### src/rtl/ilf_deser_nx_if.sv
// ilf_deser_nx_if: serial-in / parallel-out bundle for ilf_deser_nx.
//   D      : serial data, one bit per lane
//   SP     : bit-accept enable
//   ALIGN  : bitslip request (rising edge)
//   Q      : parallel words, lane c at Q[c*RATIO +: RATIO]
//   QVALID : one-cycle strobe marking a Q update
//   PHASE  : current bit counter
//   SLIPS  : executed slips, modulo RATIO
// master drives D/SP/ALIGN, slave (the deserializer) drives the rest.
interface ilf_deser_nx_if #(
    parameter int WIDTH = 4,
    parameter int RATIO = 4
);
    localparam int PW = (RATIO > 1) ? $clog2(RATIO) : 1;

    logic [WIDTH-1:0]       D;
    logic                   SP;
    logic                   ALIGN;
    logic [WIDTH*RATIO-1:0] Q;
    logic                   QVALID;
    logic [PW-1:0]          PHASE;
    logic [PW-1:0]          SLIPS;

    modport master (output D, SP, ALIGN, input Q, QVALID, PHASE, SLIPS);
    modport slave  (input D, SP, ALIGN, output Q, QVALID, PHASE, SLIPS);
endinterface

### src/rtl/ilf_deser_nx.sv
// ilf_deser_nx: WIDTH-lane serial-to-parallel deserializer with bitslip.
//   CK  : clock, all registers rising edge
//   CD  : asynchronous active-high clear
//   bus : ilf_deser_nx_if.slave (D, SP, ALIGN in; Q, QVALID, PHASE, SLIPS out)
// Each lane registers D every cycle, shifts the registered bit into a
// RATIO-bit word on SP, and loads Q when the shared counter wraps. A rising
// ALIGN on an SP cycle freezes the counter for one bit, moving the word
// boundary by one position.

// Per-lane datapath: capture flop, shift register and output word.
module ilf_deser_nx_lane #(
    parameter int RATIO = 4
) (
    input  logic             CK,
    input  logic             clr_i,
    input  logic             d_i,
    input  logic             sp_i,
    input  logic             emit_i,
    output logic [RATIO-1:0] q_o
);
    logic             r_q;
    logic [RATIO-2:0] sh_q;    // only the newest RATIO-1 bits are ever needed
    logic [RATIO-1:0] q_q;
    logic [RATIO-1:0] word;

    // Oldest bit at the MSB, freshly registered bit at the LSB.
    assign word = {sh_q, r_q};

    always_ff @(posedge CK or posedge clr_i) begin
        if (clr_i) begin
            r_q  <= 1'b0;
            sh_q <= '0;
            q_q  <= '0;
        end else begin
            r_q <= d_i;
            if (sp_i)   sh_q <= word[RATIO-2:0];
            if (emit_i) q_q  <= word;
        end
    end

    assign q_o = q_q;
endmodule

module ilf_deser_nx #(
    parameter int WIDTH = 4,
    parameter int RATIO = 4,
    parameter     GSR   = "ENABLED"
) (
    input logic          CK,
    input logic          CD,
    ilf_deser_nx_if.slave bus
);
    localparam int            PW       = (RATIO > 1) ? $clog2(RATIO) : 1;
    localparam logic [PW-1:0] LAST     = PW'(RATIO - 1);
    localparam logic          DATA_CLR = (GSR == "ENABLED");

    logic [PW-1:0] cnt_q, cnt_d;
    logic [PW-1:0] slips_q, slips_d;
    logic          a_q;
    logic          qvalid_q, qvalid_d;
    logic          slip, emit;
    logic          data_clr;

    logic [WIDTH-1:0][RATIO-1:0] q_w;

    // With GSR disabled the data registers never see the clear.
    assign data_clr = CD & DATA_CLR;

    always_comb begin
        slip     = bus.SP & bus.ALIGN & ~a_q;
        emit     = bus.SP & ~slip & (cnt_q == LAST);
        cnt_d    = cnt_q;
        slips_d  = slips_q;
        qvalid_d = emit;
        // A slip still shifts the bit in but does not count it, so the
        // next word boundary lands one bit later.
        if (bus.SP && !slip)
            cnt_d = (cnt_q == LAST) ? '0 : cnt_q + 1'b1;
        if (slip)
            slips_d = (slips_q == LAST) ? '0 : slips_q + 1'b1;
    end

    always_ff @(posedge CK or posedge CD) begin
        if (CD) begin
            cnt_q    <= '0;
            slips_q  <= '0;
            a_q      <= 1'b0;
            qvalid_q <= 1'b0;
        end else begin
            cnt_q    <= cnt_d;
            slips_q  <= slips_d;
            a_q      <= bus.ALIGN;
            qvalid_q <= qvalid_d;
        end
    end

    for (genvar c = 0; c < WIDTH; c++) begin : g_lane
        ilf_deser_nx_lane #(.RATIO(RATIO)) u_lane (
            .CK     (CK),
            .clr_i  (data_clr),
            .d_i    (bus.D[c]),
            .sp_i   (bus.SP),
            .emit_i (emit),
            .q_o    (q_w[c])
        );
    end

    assign bus.Q      = q_w;
    assign bus.QVALID = qvalid_q;
    assign bus.PHASE  = cnt_q;
    assign bus.SLIPS  = slips_q;
endmodule

### src/flat_wrapper.sv
// flat-port wrapper written by rule: the top's interface ports become plain ports
module ilf_deser_nx_flat 
#(
    parameter int WIDTH = 4,
    parameter int RATIO = 4,
    parameter     GSR   = "       "
)
  (CK, CD, bus_D, bus_SP, bus_ALIGN, bus_Q, bus_QVALID, bus_PHASE, bus_SLIPS);
  ilf_deser_nx_if #(.WIDTH(WIDTH), .RATIO(RATIO)) bus_i ();
  input logic CK;
  input logic CD;
  input wire logic [$bits(bus_i.D)-1:0] bus_D;
  input wire logic [$bits(bus_i.SP)-1:0] bus_SP;
  input wire logic [$bits(bus_i.ALIGN)-1:0] bus_ALIGN;
  output wire logic [$bits(bus_i.Q)-1:0] bus_Q;
  output wire logic [$bits(bus_i.QVALID)-1:0] bus_QVALID;
  output wire logic [$bits(bus_i.PHASE)-1:0] bus_PHASE;
  output wire logic [$bits(bus_i.SLIPS)-1:0] bus_SLIPS;
  assign bus_i.D = bus_D;
  assign bus_i.SP = bus_SP;
  assign bus_i.ALIGN = bus_ALIGN;
  assign bus_Q = bus_i.Q;
  assign bus_QVALID = bus_i.QVALID;
  assign bus_PHASE = bus_i.PHASE;
  assign bus_SLIPS = bus_i.SLIPS;
  ilf_deser_nx #(.WIDTH(WIDTH), .RATIO(RATIO), .GSR(GSR)) u_core (.CK(CK), .CD(CD), .bus(bus_i));
endmodule
### config.mk
export PLATFORM = sky130hd
export DESIGN_NAME = ilf_deser_nx_flat
export DESIGN_NICKNAME = d
export VERILOG_FILES = /design/src/rtl/ilf_deser_nx_if.sv /design/src/rtl/ilf_deser_nx.sv /design/src/flat_wrapper.sv
export SDC_FILE = /design/constraint.sdc
export NUM_CORES = 1
export LEC_CHECK = 0
export ABC_AREA = 1
export BUFFER_PORTS_ARGS = -buffer_cell sky130_fd_sc_hd__buf_2
export CORE_ASPECT_RATIO = 1.25
export CORE_MARGIN = 2
export CORE_UTILIZATION = 50
export CTS_CLUSTER_SIZE = 12
export DETAILED_ROUTE_END_ITERATION = 12
export GPL_ROUTABILITY_DRIVEN = 1
export PLACE_DENSITY = 0.72
export SLEW_MARGIN = 10
export SYNTH_ARGS = -nofsm -noshare
export SYNTH_HDL_FRONTEND = slang
export SYNTH_SLANG_ARGS = --single-unit
export TNS_END_PERCENT = 5
### constraint.sdc
create_clock -name CK -period 2.1 [get_ports CK]
set_clock_uncertainty 0.15 [all_clocks]
set_input_delay 0 -clock CK [delete_from_list [all_inputs] [get_ports CK]]
set_output_delay 0 -clock CK [all_outputs]
set_load 0.02 [all_outputs]
==> qor.yml, run 1 <==
run_status:
  status: "completed"
routing:
  dr.pass1.iters: 3
  wire_per_inst_um: 11.7
  vias_per_cell: 4.56
  drtAntennaViolNets: 0
  vias: 620
  drt_iter0_markers: 16
  drc: 0
  routed_wl_um: 1600
sta:
  rsz0062_at_grt: "false"
  period_needed_ns: 1.47
  finalHoldViolCount: 0
  slew_viol_final: 0
  timing.final.setup_violations: 0
  tightest_slew_ns: 0.375
  period_share_pct: 70.0
  slew_headroom_pct: 75.0
  fmax_mhz: 680
  fin_setup_tns_ns: 0
clock_network:
  cts.htree.levels: 2
  cts_root_buf: "clkbuf_4"
  cts_resized: 0
  cts_made_buffers: 5
  cts_tree: "done"
  clock_latency_ns: 0.32
  cts_sinks: 38
  cts_buffer_depth: 2
  clkTransAtPathRegs_ns: 0.10
synthesis:
  ys_ff_latch: 38
  yosys_warnings: 0
  synth.distinct_cells: 12
  synth_area_um2: 1190
  netlist_instances: 60
  syn_nets: 70
  syn-mean-instance-area_um2: 19.8
  ys_seq_area_share_pct: 90.0
critical_path:
  crit_type: "input port to flop"
  worst_ep_arrival_time_ns: 1.34
  cp-endpoint: "u_core.g_lane[3].u_lane.q_o[2]$_DFFE_PP_"
  crit_chain: "dlygate4sd3_1, buf_2, o21ai_2, nor2_1, buf_4"
  slowest_delay_ns: 0.52
  critPathMaxFanout: 17
  r2r-end: "u_core.g_lane[3].u_lane.q_o[2]$_DFFE_PP_"
  reg2reg_from: "u_core.bus.PHASE[0]$_DFFE_PP0P_"
  endpoint_kind: "flop"
  slowest_stage: "dlygate4sd3_1"
  r2r_setup_slack_ns: 0.69
  ff2ff_path_depth: 4
  setup.worst_path.start: "bus_SP"
  critPathRequiredTime_ns: 1.97
  start_kind: "input port"
worst_hold_path:
  holdPathStages: 2
  min_path_type: "input port to flop"
  hp-start: "bus_D[0]"
cells_and_area:
  multi_input_area_um2: 100
  final_nets: 114
  layout_common_cells: "buf_2, edfxtp_1, dlygate4sd3_1"
  seqCellArea_um2: 1070
  diodes: 0
  syn_to_final_growth_pct: 26.7
  fillers: 182
  drive_gt1_share_pct: 36.2
die:
  num_rows: 19
  die_y_um: 58.5
  dieArea_um2: 2790
  dieWidth_um: 47.6
  placeableCoreArea_um2: 2230
  initial_core_util_pct: 53.2
  pin_count: 29
global_route:
  grt_pass1_vias: 610
  antenna_found_initial: 0
  grt_pass1_wl_um: 2550
  grt_max_degree: 18
  overflow: 0
  grt_use_total_pct: 13.9
placed_design:
  gp_congestion: 0.622
  port_buffers: 28
  hpwl_um: 1040
run:
  maxCapViolCount: 0
power:
  powerDensity_nw_per_um2: 1040
  leakage_nw: 0.631
  ir_drop_v: 0.000710
  finalPower_mw: 1.57
-- power by group --
| group | switching [mW] | internal, mW |
|---|---|---|
| Sequential | 0.0437 | 0.902 |
| Combinational | 0.181 | 0.104 |
| Clock | 0.208 | 0.127 |
-- timing repair --
action | CTS | global route
hold buffers | 8 | 0
setup endpoints to repair | 0 | 0
buffers inserted | 0 | 0
hold endpoints to repair | 27 | 0
-- worst min path at each step --
stage                                           to  slack, ns
2_1_floorplan                 u_core.a_q$_DFF_PP0_      -0.36
4_1_cts        u_core.g_lane[0].u_lane.r_q$_DFF_P_       0.13
6_report       u_core.g_lane[0].u_lane.r_q$_DFF_P_       0.16
5_1_grt        u_core.g_lane[3].u_lane.r_q$_DFF_P_       0.15
3_3_place_gp       u_core.bus.SLIPS[0]$_DFFE_PP0P_      -0.23
3_5_place_dp           u_core.bus.QVALID$_DFF_PP0_      -0.22
-- per-layer routing --
metal	vias up	GRT usage, %	routed length [um]
met5	-	0	0
met4	0	9.27	33
met3	5	4.91	81
met2	23	21.2	835
met1	288	16.0	646
li1	304	-	-
-- cells in the mapped netlist --
cell type / instances / area [um2]
dfxtp_1: 4 / 80.1
o21ai_2: 1 / 8.76
nor2_1: 2 / 7.51
nand3_1: 2 / 10.0
ha_1: 2 / 25.0
edfxtp_1: 28 / 841
o21ai_1: 2 / 10.0
or2_1: 1 / 6.26
nand3_2: 1 / 10.0
dfrtp_1: 6 / 150
nand2_1: 6 / 22.5
inv_1: 5 / 18.8
-- state kept, by name, indices dropped and copies added (netlist names) --
name	count
u_core.a_q	1
u_core.bus.PHASE	2
u_core.bus.SLIPS	2
u_core.g_lane.u_lane.sh_q	12
u_core.bus.QVALID	1
u_core.g_lane.u_lane.r_q	4
u_core.g_lane.u_lane.q_o	16
-- critical path, delay by kind of cell --
kind	cells	cell delay [ns]
simple gates	1	0.10
buf+inv	3	1.10
compound gates	1	0.13
-- kinds of logic after synthesis --
logic type               after synthesis  synth area share [%]
buffers and inverters                  5                  1.58
flip-flops                            38                  90.0
adder cells (fa/ha/maj)                2                  2.10
AO/OA/AOI/OAI                          3                  1.58
AND/OR/NAND/NOR                       12                  4.73
-- layout make-up --
type | instances | share of cell area (%)
timing repair buffer | 37 | 15.1
sequential | 38 | 71.0
inverter | 5 | 1.24
tap | 31 | 2.57
multi-input combinational | 17 | 6.64
clock inverter | 2 | 0.664
clock buffer | 6 | 2.74
-- through the flow --
| step | setup WS [ns] | cell area [um2] | util (%) | hold WS [ns] | instances |
|---|---|---|---|---|---|
| floorplan | 0.119 | 1190 | - | -0.359 | 60 |
| finish | 0.630 | 1510 | 67.5 | 0.156 | 136 |
| global route | 0.530 | 1510 | 67.5 | 0.154 | 136 |
| CTS | 0.636 | 1510 | 67.5 | 0.134 | 136 |
| global placement | 0.744 | 1380 | 61.6 | -0.231 | 120 |
| detailed placement | 0.707 | 1380 | 61.6 | -0.223 | 120 |
No activity file was read; power rests on OpenSTA's default activity.
==> run 2: changes to the inputs <==
--- a/config.mk
+++ b/config.mk
@@ -9,11 +9,11 @@
 export BUFFER_PORTS_ARGS = -buffer_cell sky130_fd_sc_hd__buf_2
 export CORE_ASPECT_RATIO = 1.25
 export CORE_MARGIN = 2
-export CORE_UTILIZATION = 50
+export CORE_UTILIZATION = 45
 export CTS_CLUSTER_SIZE = 12
 export DETAILED_ROUTE_END_ITERATION = 12
 export GPL_ROUTABILITY_DRIVEN = 1
-export PLACE_DENSITY = 0.72
+export PLACE_DENSITY = 0.69
 export SLEW_MARGIN = 10
 export SYNTH_ARGS = -nofsm -noshare
 export SYNTH_HDL_FRONTEND = slang
==> constraint.sdc (replaced) <==
create_clock -name CK -period 1.3 [get_ports CK]
set_clock_uncertainty 0.15 [all_clocks]
set_input_delay 0 -clock CK [delete_from_list [all_inputs] [get_ports CK]]
set_output_delay 0 -clock CK [all_outputs]
set_load 0.02 [all_outputs]
==> qor.yml, run 2 (synthesis gave the netlist of run 1 again) <==
die:
  num_rows: 20
  initial_core_util_pct: 48.0
  dieWidth_um: 50.0
  placeableCoreArea_um2: 2480
  dieArea_um2: 3070
  pin_count: 29
  die_y_um: 61.5
global_route:
  overflow: 0
  antenna_found_initial: 0
  grt_pass1_vias: 643
  grt_max_degree: 18
  grt_use_total_pct: 13.1
  grt_pass1_wl_um: 2690
power:
  ir_drop_v: 0.000984
  powerDensity_nw_per_um2: 1720
  leakage_nw: 0.649
routing:
  drtAntennaViolNets: 0
  wire_per_inst_um: 11.9
  routed_wl_um: 1680
  drc: 0
  dr.pass1.iters: 2
  drt_iter0_markers: 10
  vias: 653
  vias_per_cell: 4.63
cells_and_area:
  drive_gt1_share_pct: 43.5
  layout_common_cells: "buf_2, edfxtp_1, dlygate4sd3_1"
  seqCellArea_um2: 1070
  largest_reg_flops: 16
  final_nets: 117
  stdcell_area_um2: 1590
  fillers: 188
  diodes: 0
  multi_input_area_um2: 128
  syn_to_final_growth_pct: 33.4
clock_network:
  clock_latency_ns: 0.33
  cts_root_buf: "clkbuf_4"
  cts_tree: "done"
  clkTransAtPathRegs_ns: 0.11
  cts_buffer_depth: 2
  cts_sinks: 38
  cts_made_buffers: 5
  cts.htree.levels: 2
critical_path:
  ff2ff_path_depth: 4
  crit_type: "flop to flop"
  critPathMaxFanout: 17
  reg2reg_from: "u_core.bus.PHASE[0]$_DFFE_PP0P_"
  critPathRequiredTime_ns: 1.20
  start_kind: "flop"
  r2r_setup_slack_ns: 0.05
  endpoint_kind: "flop"
  r2r-end: "u_core.g_lane[3].u_lane.q_o[1]$_DFFE_PP_"
  worst_ep_arrival_time_ns: 1.15
sta:
  hold_ws_ns: 0.141
  rsz0062_at_grt: "false"
  finalHoldViolCount: 0
  slew_headroom_pct: 84.5
  fmax_mhz: 799
  period_share_pct: 96.3
  timing.final.setup_violations: 0
  tightest_slew_ns: 0.232
  period_needed_ns: 1.25
  slew_viol_final: 0
  fin_ws_ns: 0.0485
placed_design:
  post-place-ws_ns: 0.0348
  hpwl_um: 1100
  port_buffers: 28
  gp_congestion: 0.712
  placed_area_um2: 1420
run_status:
  status: "completed"
worst_hold_path:
  hp-start: "bus_D[0]"
  holdPathStages: 2
  min_to: "u_core.g_lane[0].u_lane.r_q$_DFF_P_"
  min_path_type: "input port to flop"
run:
  maxCapViolCount: 0
==> run 2: layout make-up <==
type                       instances  share of cell area [%]
sequential                        38                    67.6
multi-input combinational         17                    8.04
tap                               33                    2.60
clock inverter                     2                   0.788
clock buffer                       6                    3.23
inverter                           5                    1.18
timing repair buffer              40                    16.5
==> run 2: layer usage <==
| layer | part of all wire [%] | wire (um) | global-route usage [%] | vias to the layer above |
|---|---|---|---|---|
| met5 | 0 | 0 | 0 | - |
| met4 | 1.7 | 29 | 10.7 | 0 |
| met3 | 4.6 | 78 | 5.10 | 4 |
| met2 | 54 | 904 | 22.0 | 23 |
| met1 | 40 | 669 | 12.9 | 316 |
| li1 | - | - | - | 310 |
==> run 2: worst max-delay path by stage <==
stage | start | to | slack [ns]
6_report | u_core.bus.PHASE[0]$_DFFE_PP0P_ | u_core.g_lane[3].u_lane.q_o[1]$_DFFE_PP_ | 0.05
5_1_grt | u_core.bus.PHASE[1]$_DFFE_PP0P_ | u_core.g_lane[2].u_lane.q_o[2]$_DFFE_PP_ | 0.007
4_1_cts | u_core.bus.PHASE[1]$_DFFE_PP0P_ | u_core.g_lane[2].u_lane.q_o[2]$_DFFE_PP_ | 0.02
3_5_place_dp | u_core.bus.PHASE[1]$_DFFE_PP0P_ | u_core.g_lane[1].u_lane.q_o[1]$_DFFE_PP_ | 0.03
2_1_floorplan | u_core.bus.PHASE[0]$_DFFE_PP0P_ | u_core.g_lane[0].u_lane.q_o[0]$_DFFE_PP_ | -0.10
3_3_place_gp | u_core.bus.PHASE[0]$_DFFE_PP0P_ | u_core.g_lane[1].u_lane.q_o[2]$_DFFE_PP_ | 0.06
==> run 2: what timing repair did <==
action | in CTS | in global routing
hold buffers | 8 | 0
resized for setup | 0 | 1
setup buffers | 0 | 2
hold endpoints to repair | 28 | 0
endpoints found under the setup margin | 0 | 16
==> run 2: through the flow <==
step / utilization (%) / setup TNS, ns / cells / power [mW]
5_1_grt: 64.1 / 0 / 141 / 2.89
3_5_place_dp: 57.4 / 0 / 123 / 2.09
3_3_place_gp: 57.4 / 0 / 123 / 2.05
2_1_floorplan: - / -1.66 / 60 / 1.88
6_report: 64.1 / 0 / 141 / 2.73
4_1_cts: 63.2 / 0 / 139 / 2.73
==> run 2: report_power, final <==
| group | total (mW) | internal, mW | switching, mW |
|---|---|---|---|
| registers | 1.55 | 1.46 | 0.0826 |
| clock network | 0.619 | 0.260 | 0.359 |
| logic | 0.568 | 0.241 | 0.327 |
| total | 2.73 | 1.96 | 0.768 |
==> run 2: worst max-delay path, cell delays in order (launching register included) <==
cell and delay, ns:
dfrtp_2 0.40, ha_4 0.14, inv_2 0.04, nor2_4 0.09, buf_12 0.16
==> run 3: changes to the inputs <==
--- a/config.mk
+++ b/config.mk
@@ -14,6 +14,7 @@
 export DETAILED_ROUTE_END_ITERATION = 12
 export GPL_ROUTABILITY_DRIVEN = 1
 export PLACE_DENSITY = 0.69
+export RECOVER_POWER = 100
 export SLEW_MARGIN = 10
 export SYNTH_ARGS = -nofsm -noshare
 export SYNTH_HDL_FRONTEND = slang
==> qor.yml, run 3 (synthesis gave the netlist of run 1 again) <==
run_status:
  status: "completed"
power:
  leakage_nw: 0.589
  p_switching_uw: 772
  power.internal_mw: 1.94
  ir_drop_v: 0.000967
  finalPower_mw: 2.71
  clock_power_share_pct: 22.8
  pwr-share-comb_pct: 20.1
  switching_share_pct: 28.4
  powerDensity_nw_per_um2: 1740
  p_seq_share_pct: 57.0
global_route:
  grt_pass1_vias: 643
  grt_pass1_wl_um: 2690
  overflow: 0
  antenna_found_initial: 0
  grt_use_total_pct: 13.1
  grt_max_degree: 18
critical_path:
  r2r_setup_slack_ns: 0.05
  crit_chain: "ha_4, inv_2, nor2_4, buf_12"
  ff2ff_path_depth: 4
  slowest_delay_ns: 0.40
  slowest_stage: "dfrtp_2"
  endpoint_kind: "flop"
  start_kind: "flop"
  crit_type: "flop to flop"
  worst_ep_arrival_time_ns: 1.15
  reg2reg_from: "u_core.bus.PHASE[0]$_DFFE_PP0P_"
  critPathMaxFanout: 17
  critPathRequiredTime_ns: 1.20
  r2r-end: "u_core.g_lane[3].u_lane.q_o[0]$_DFFE_PP_"
clock_network:
  cts_made_buffers: 5
  cts_buffer_depth: 2
  cts_root_buf: "clkbuf_4"
  cts_tree: "done"
  clkTransAtPathRegs_ns: 0.11
  cts_sinks: 38
  cts.htree.levels: 2
  clock_latency_ns: 0.33
worst_hold_path:
  min_to: "u_core.g_lane[0].u_lane.r_q$_DFF_P_"
  min_path_type: "input port to flop"
  hp-start: "bus_D[0]"
  holdPathStages: 2
cells_and_area:
  final_common_cell: "edfxtp_1"
  layout_common_cells: "edfxtp_1, clkbuf_1, dlygate4sd3_1"
  drive_gt1_share_pct: 24.1
  stdcell_area_um2: 1560
  layout.cells.non_filler: 141
  syn_to_final_growth_pct: 31.2
  largest_reg_flops: 16
  final_nets: 117
  diodes: 0
placed_design:
  hpwl_um: 1100
  placed_cells: 123
  post-place-ws_ns: 0.0348
  port_buffers: 28
  gp_congestion: 0.712
  placed_area_um2: 1420
routing:
  vias: 642
  drc: 0
  wire_per_inst_um: 12.2
  vias_per_cell: 4.55
  dr.pass1.iters: 2
  drtAntennaViolNets: 0
  drt_iter0_markers: 10
  routed_wl_um: 1720
sta:
  period_share_pct: 96.3
  slew_headroom_pct: 83.2
  fin_setup_tns_ns: 0
  rsz0062_at_grt: "false"
  finalHoldViolCount: 0
  slew_viol_final: 0
  tightest_slew_ns: 0.254
  timing.final.setup_violations: 0
  period_needed_ns: 1.25
  fmax_mhz: 799
  fin_ws_ns: 0.0479
die:
  num_rows: 20
  placeableCoreArea_um2: 2480
  dieWidth_um: 50.0
  initial_core_util_pct: 48.0
  dieArea_um2: 3070
  pin_count: 29
  die_y_um: 61.5
run:
  maxCapViolCount: 0
-- run 3: cell count changes in the layout (fill, tap and decap cells not counted), sizes merged --
| cell | delta |
|---|---|
| clkbuf | +23 |
| buf | -23 |
-- run 3: critical path: cells and delay by family, from the launching register on --
family	cells	cell delay, ns
buffers and inverters	2	0.20
DFF	1	0.40
and+or+nand+nor	1	0.09
adders and majority gates	1	0.14
-- run 3: final cells by class --
cell class,count,area (um2)
Clock inverter,2,12.5
Timing Repair Buffer,40,236
Sequential cell,38,1070
Fill cell,201,916
Inverter,5,18.8
Tap cell,33,41.3
Multi-Input combinational cell,17,128
Clock buffer,6,51.3
-- run 3: power by group through the flow --
stage | clock network, mW | registers, mW | logic, mW
after global placement | 0 | 1.57 | 0.482
after detailed placement | 0 | 1.58 | 0.509
after CTS | 0.648 | 1.55 | 0.526
final | 0.619 | 1.55 | 0.547
after global routing | 0.701 | 1.56 | 0.604
after floorplan | 0 | 1.71 | 0.174
-- run 3: what timing repair did --
| item | in CTS | in global routing |
|---|---|---|
| buffers inserted | 0 | 2 |
| endpoints found under the hold margin | 28 | 0 |
| gates resized for setup | 0 | 1 |
| hold buffers | 8 | 0 |
| setup endpoints to repair | 0 | 16 |
-- run 3: per-stage QoR --
| stage | utilization, % | hold WS, ns |
|---|---|---|
| 5_1_grt | 63.0 | 0.128 |
| 4_1_cts | 63.2 | 0.114 |
| 3_3_place_gp | 57.4 | -0.233 |
| 3_5_place_dp | 57.4 | -0.230 |
| 6_report | 63.0 | 0.141 |
| 2_1_floorplan | - | -0.359 |
-- run 3: metal layers --
layer / global-route usage (%) / routed length (um)
met5: 0 / 0
met4: 10.7 / 29
met3: 5.10 / 90
met2: 22.0 / 892
met1: 12.9 / 708
-- run 3: worst max-delay path by stage --
stage	slack (ns)	to	cells past startpoint	start
2_1_floorplan	-0.10	u_core.g_lane[0].u_lane.q_o[0]$_DFFE_PP_	3	u_core.bus.PHASE[0]$_DFFE_PP0P_
3_3_place_gp	0.06	u_core.g_lane[1].u_lane.q_o[2]$_DFFE_PP_	4	u_core.bus.PHASE[0]$_DFFE_PP0P_
3_5_place_dp	0.03	u_core.g_lane[1].u_lane.q_o[1]$_DFFE_PP_	4	u_core.bus.PHASE[1]$_DFFE_PP0P_
4_1_cts	0.02	u_core.g_lane[2].u_lane.q_o[2]$_DFFE_PP_	4	u_core.bus.PHASE[1]$_DFFE_PP0P_
5_1_grt	0.007	u_core.g_lane[2].u_lane.q_o[2]$_DFFE_PP_	4	u_core.bus.PHASE[1]$_DFFE_PP0P_
6_report	0.05	u_core.g_lane[3].u_lane.q_o[0]$_DFFE_PP_	4	u_core.bus.PHASE[0]$_DFFE_PP0P_
